$ cat src/rtl/pll_lock_pkg.sv
// Shared types for the PLL lock conduit: lock FSM states and counter sizing helper.
package pll_lock_pkg;

  typedef enum logic [1:0] {
    WAIT_LOCK = 2'd0,
    FILTER    = 2'd1,
    HOLD      = 2'd2,
    RUN       = 2'd3
  } lock_state_t;

  // Width able to hold the larger of the two window lengths without wrapping.
  function automatic int unsigned lock_cnt_width(input int unsigned filter_cycles,
                                                 input int unsigned hold_cycles);
    int unsigned max_cycles;
    max_cycles = (filter_cycles > hold_cycles) ? filter_cycles : hold_cycles;
    return $clog2(max_cycles + 1);
  endfunction

endpackage

$ cat src/rtl/pll_lock_sync.sv
// Multi-stage bit synchronizer with asynchronous active-high clear.
module pll_lock_sync #(
  parameter int unsigned STAGES = 2
) (
  input  logic clk_i,
  input  logic rst_i,
  input  logic d_i,
  output logic q_o
);

  logic [STAGES-1:0] sync_q;
  logic [STAGES-1:0] sync_d;

  always_comb begin
    sync_d = {sync_q[STAGES-2:0], d_i};
  end

  always_ff @(posedge clk_i or posedge rst_i) begin
    if (rst_i) begin
      sync_q <= '0;
    end else begin
      sync_q <= sync_d;
    end
  end

  assign q_o = sync_q[STAGES-1];

endmodule

$ cat src/rtl/pll_lock_reset_gen.sv
// Qualifies the asynchronous PLL lock and generates a synchronously released reset,
// with sticky loss-of-lock status and a saturating loss counter.
module pll_lock_reset_gen
  import pll_lock_pkg::*;
#(
  parameter int unsigned SYNC_STAGES        = 2,
  parameter int unsigned LOCK_FILTER_CYCLES = 16,
  parameter int unsigned RESET_HOLD_CYCLES  = 32,
  parameter int unsigned CNT_WIDTH          = 8
) (
  input  logic                 CLOCK,
  input  logic                 RESET,
  input  logic                 PLL_LOCKED,
  input  logic                 CLEAR_STATUS,
  output logic                 LOCKED,
  output logic                 RESET_N,
  output logic                 RESET_OUT,
  output logic                 LOCK_LOST,
  output logic [CNT_WIDTH-1:0] LOSS_COUNT
);

  localparam int unsigned CntW = lock_cnt_width(LOCK_FILTER_CYCLES, RESET_HOLD_CYCLES);
  localparam logic [CntW-1:0] FilterLast = CntW'(LOCK_FILTER_CYCLES - 1);
  localparam logic [CntW-1:0] HoldLast   = CntW'(RESET_HOLD_CYCLES - 1);

  logic lock_s;

  lock_state_t          state_q, state_d;
  logic [CntW-1:0]      cnt_q, cnt_d;
  logic                 locked_q, locked_d;
  logic                 reset_n_q, reset_n_d;
  logic                 reset_out_q, reset_out_d;
  logic                 lock_lost_q, lock_lost_d;
  logic [CNT_WIDTH-1:0] loss_count_q, loss_count_d;
  logic                 loss_event;

  pll_lock_sync #(
    .STAGES (SYNC_STAGES)
  ) u_sync (
    .clk_i (CLOCK),
    .rst_i (RESET),
    .d_i   (PLL_LOCKED),
    .q_o   (lock_s)
  );

  always_comb begin
    state_d    = state_q;
    cnt_d      = cnt_q;
    loss_event = 1'b0;
    case (state_q)
      WAIT_LOCK: begin
        if (lock_s) begin
          state_d = FILTER;
          cnt_d   = '0;
        end
      end
      FILTER: begin
        // A drop before qualification is just noise, not a loss event.
        if (!lock_s) begin
          state_d = WAIT_LOCK;
        end else if (cnt_q == FilterLast) begin
          state_d = HOLD;
          cnt_d   = '0;
        end else begin
          cnt_d = cnt_q + CntW'(1);
        end
      end
      HOLD: begin
        if (!lock_s) begin
          state_d    = WAIT_LOCK;
          loss_event = 1'b1;
        end else if (cnt_q == HoldLast) begin
          state_d = RUN;
        end else begin
          cnt_d = cnt_q + CntW'(1);
        end
      end
      RUN: begin
        if (!lock_s) begin
          state_d    = WAIT_LOCK;
          loss_event = 1'b1;
        end
      end
      default: begin
        state_d = WAIT_LOCK;
        cnt_d   = '0;
      end
    endcase
  end

  // Clear is applied first so a coincident loss event still lands in the status.
  always_comb begin
    lock_lost_d  = lock_lost_q;
    loss_count_d = loss_count_q;
    if (CLEAR_STATUS) begin
      lock_lost_d  = 1'b0;
      loss_count_d = '0;
    end
    if (loss_event) begin
      lock_lost_d = 1'b1;
      if (loss_count_d != {CNT_WIDTH{1'b1}}) begin
        loss_count_d = loss_count_d + CNT_WIDTH'(1);
      end
    end
  end

  always_comb begin
    locked_d    = (state_d == HOLD) || (state_d == RUN);
    reset_n_d   = (state_d == RUN);
    reset_out_d = (state_d != RUN);
  end

  always_ff @(posedge CLOCK or posedge RESET) begin
    if (RESET) begin
      state_q      <= WAIT_LOCK;
      cnt_q        <= '0;
      locked_q     <= 1'b0;
      reset_n_q    <= 1'b0;
      reset_out_q  <= 1'b1;
      lock_lost_q  <= 1'b0;
      loss_count_q <= '0;
    end else begin
      state_q      <= state_d;
      cnt_q        <= cnt_d;
      locked_q     <= locked_d;
      reset_n_q    <= reset_n_d;
      reset_out_q  <= reset_out_d;
      lock_lost_q  <= lock_lost_d;
      loss_count_q <= loss_count_d;
    end
  end

  assign LOCKED     = locked_q;
  assign RESET_N    = reset_n_q;
  assign RESET_OUT  = reset_out_q;
  assign LOCK_LOST  = lock_lost_q;
  assign LOSS_COUNT = loss_count_q;

endmodule

$ cat config.mk
export PLATFORM = sky130hd
export DESIGN_NAME = pll_lock_reset_gen
export DESIGN_NICKNAME = d
export VERILOG_FILES = /design/src/rtl/pll_lock_pkg.sv /design/src/rtl/pll_lock_sync.sv /design/src/rtl/pll_lock_reset_gen.sv
export SDC_FILE = /design/constraint.sdc
export NUM_CORES = 1
export LEC_CHECK = 0
export ABC_CLOCK_PERIOD_IN_PS = 2310
export CAP_MARGIN = 20
export CORE_MARGIN = 3
export CORE_UTILIZATION = 30
export CTS_BUF_LIST = sky130_fd_sc_hd__clkbuf_2 sky130_fd_sc_hd__clkbuf_4 sky130_fd_sc_hd__clkbuf_8
export CTS_CLUSTER_SIZE = 20
export DETAILED_ROUTE_END_ITERATION = 12
export PLACE_DENSITY_LB_ADDON = 0.15
export SYNTH_ARGS = -nofsm -noshare
export SYNTH_HDL_FRONTEND = slang
export SYNTH_HIERARCHICAL = 1
export SYNTH_SLANG_ARGS = --single-unit
export TNS_END_PERCENT = 30
$ cat constraint.sdc
create_clock -name CLOCK -period 2.31 [get_ports CLOCK]
set_input_delay 0.462 -clock CLOCK [delete_from_list [all_inputs] [get_ports CLOCK]]
set_output_delay 0.462 -clock CLOCK [all_outputs]
set_load 0.01 [all_outputs]
==> flow_summary.json <==
{
  "grt_pass1_wl_um": 4350,
  "row_count": 23,
  "r2r-start": "state_q[0]$_DFF_PP0_",
  "synth_mux_area_share_pct": 1.64,
  "worstSetupPathType": "in -> reg",
  "crit_fanout": 4,
  "die_x_um": 71.7,
  "dieArea_um2": 5140,
  "drive_gt1_share_pct": 14.1,
  "post-place-ws_ns": 0.0520,
  "p_leak_nw": 0.686,
  "vias": 960,
  "switching_share_pct": 31.4,
  "path_cells": "clkdlybuf4s50_1, and2b_1, ha_1, nand3_2, o31ai_4, mux2_1",
  "drc": 0,
  "h-tree-depth": 1,
  "hpwl_um": 1930,
  "synth.yosys.seq_area_share_pct": 40.7,
  "synth_top_area_cell": "dfrtp_1",
  "drt-initial-drc-count": 44,
  "min_path_type": "reg -> reg",
  "cp-end-kind": "register",
  "place.port_buffers": 15,
  "p_comb_share_pct": 27.3,
  "synthTopCellsByCount": "dfrtp_1, nand2_1, ha_1, inv_1, nor2_1",
  "grt_overflow": 0,
  "critPathSlowestCell": "clkdlybuf4s50_1",
  "grt_start_max_net_pins": 13,
  "grt_usage_pct": 10.6,
  "synth-edff-count": 0,
  "fin_skew_ns": 0.00283,
  "root_buffer": "clkbuf_8",
  "pwr_density_cell_nw_per_um2": 578,
  "period_minus_slack_ns": 1.97,
  "maxSlewViolCount": 0,
  "drt-total-wl_um": 2460,
  "crit_path_start_kind": "input port",
  "antenna_cells": 0,
  "postCtsHoldBufs": 0,
  "regToRegSetupSlack_ns": 0.48,
  "slew_headroom_pct": 72.3,
  "async_flop_share_pct": 100,
  "avgSynthCellArea_um2": 10.4,
  "clock-sinks": 21,
  "cts_setup_buffers": 0,
  "r2r-end": "cnt_q[3]$_DFFE_PP0P_",
  "via_per_inst": 5.00,
  "seqPwrFrac_pct": 46.5,
  "synthXorXnorAreaFrac_pct": 2.71,
  "cp.arrival_ns": 2.11,
  "fin_ws_ns": 0.341,
  "cts_buffer_depth": 2,
  "synth_top_family_by_area": "simple AND/OR/NAND/NOR gates",
  "worstSetupEndpoint": "LOSS_COUNT[1]$_DFF_PP0_",
  "netlist_instances": 124,
  "yosys.area_share.simple_pct": 22.2,
  "wl_per_cell_um": 12.8,
  "clkTransAtPathRegs_ns": 0.07,
  "antenna_found_initial": 0,
  "rsz0062_at_grt": "no",
  "grt_pass1_vias": 936,
  "ys_types": 48,
  "drtAntennaViolNets": 0,
  "outcome": "completed",
  "syn_nets": 135,
  "core_area_um2": 4090,
  "gp_congestion": 0.781,
  "cts_resized": 0,
  "die-height_um": 71.7,
  "timing.hold.ws_ns": 0.359,
  "dr.pass1.iters": 4,
  "synth_adder_area_share_pct": 6.77,
  "syn-cell-area_um2": 1290,
  "power.share.clock_pct": 26.2,
  "post-route-period-util_pct": 85.2,
  "slowest_delay_ns": 0.45,
  "dominantRegCellSynth": "dfrtp_1",
  "p_int_uw": 612,
  "clk_latency_ns": 0.26,
  "synth.top_cell.area_share_pct": 38.7,
  "start_util_pct": 31.7,
  "worst_pin_slew_ns": 0.416,
  "cts_made_buffers": 3,
  "synth.most_common_cell": "dfrtp_1",
  "syn_to_final_growth_pct": 19.3,
  "setup_viol": 0,
  "reg2reg_depth": 6,
  "ys_seq_elements": 21,
  "yosys_warnings": 6,
  "final_hold_viol_count": 0,
  "synth_area_leaders": "dfrtp_1, ha_1, nand2_1",
  "cts_tree": "yes",
  "finalSetupTns_ns": 0,
  "max_freq_ghz": 0.508,
  "synth-compound-area-share_pct": 21.5,
  "cp-startpoint": "CLEAR_STATUS",
  "pin_count": 16,
  "vdd_drop_max_uv": 167,
  "net-switching-power_uw": 280,
  "cp.required_ns": 2.45,
  "fin_nets": 154,
  "drv_cap": 0
}
-- cell type report --
cell class	count	area (um^2)
Fill cell	413	2540
Multi-Input combinational cell	92	709
Sequential cell	21	527
Timing Repair Buffer	18	173
Tap cell	50	62.6
Clock buffer	3	41.3
Inverter	7	26.3
Clock inverter	1	5.00
-- metal layers --
metal  track usage [%]  vias up  share of wire (%)  wire length, um
met4              4.38        0               0.69               17
li1                  -      489                  -                -
met1              13.9      458                 49             1210
met3              2.10        2                2.2               54
met5                 0        -                  0                0
met2              16.9       11                 48             1180
-- power groups by stage --
stage / Combinational (mW) / Clock, mW / Sequential (mW)
floorplan: 0.199 / 0 / 0.415
CTS: 0.246 / 0.252 / 0.415
detailed placement: 0.245 / 0 / 0.422
global placement: 0.243 / 0 / 0.422
global route: 0.278 / 0.270 / 0.418
finish: 0.244 / 0.234 / 0.415
-- layout by cell type (no fill, tap or decap), types with 4 or more instances in the layout --
cell,count
a21oi_1,4
and2b_1,4
and3_1,4
clkdlybuf4s50_1,15
dfrtp_1,20
ha_1,7
inv_1,7
nand2_1,9
nand3_1,5
nor2_1,6
o21ai_0,5
-- how the worst min path moves through the flow --
stage	endpoint	from	slack, ns	depth (start not counted)
global placement	u_sync/sync_q[1]$_DFF_PP0_	u_sync/sync_q[0]$_DFF_PP0_	0.34	0
finish	u_sync/sync_q[1]$_DFF_PP0_	u_sync/sync_q[0]$_DFF_PP0_	0.36	0
CTS	u_sync/sync_q[1]$_DFF_PP0_	u_sync/sync_q[0]$_DFF_PP0_	0.36	0
detailed placement	u_sync/sync_q[1]$_DFF_PP0_	u_sync/sync_q[0]$_DFF_PP0_	0.34	0
global route	u_sync/sync_q[1]$_DFF_PP0_	u_sync/sync_q[0]$_DFF_PP0_	0.37	0
floorplan	u_sync/sync_q[0]$_DFF_PP0_	RESET	0.20	1
-- per-stage QoR --
step	instances	power, mW	area [um^2]	utilization, %
2_1_floorplan	124	0.614	1290	-
3_3_place_gp	188	0.664	1500	36.7
3_5_place_dp	188	0.668	1500	36.7
4_1_cts	192	0.913	1540	37.8
5_1_grt	192	0.966	1540	37.8
6_report	192	0.892	1540	37.8
-- critical path, delay by kind of cell --
family	cells	cell delay, ns
buffers and inverters	1	0.45
multiplexers	1	0.35
adder cells (fa/ha/maj)	1	0.19
AO/OA/AOI/OAI	1	0.31
AND/OR/NAND/NOR	2	0.36
-- registers in the layout, summed over array words and instances (netlist names) --
name           count
LOCKED             1
LOSS_COUNT         8
cnt_q              6
state_q            1
u_sync/sync_q      2
LOCK_LOST          1
RESET_N            1
RESET_OUT          1
-- logic make-up (layout without fill, tap and decap cells) --
group                      count (synthesis)  count (layout)
muxes                                      2               2
DFF                                       21              21
xor gates and xnor gates                   4               4
and+or+nand+nor                           45              45
adders and majority gates                  7               7
AOI/OAI and AO/OA                         34              34
buffers and inverters                     11              29
(Power assumes the default switching activity.)
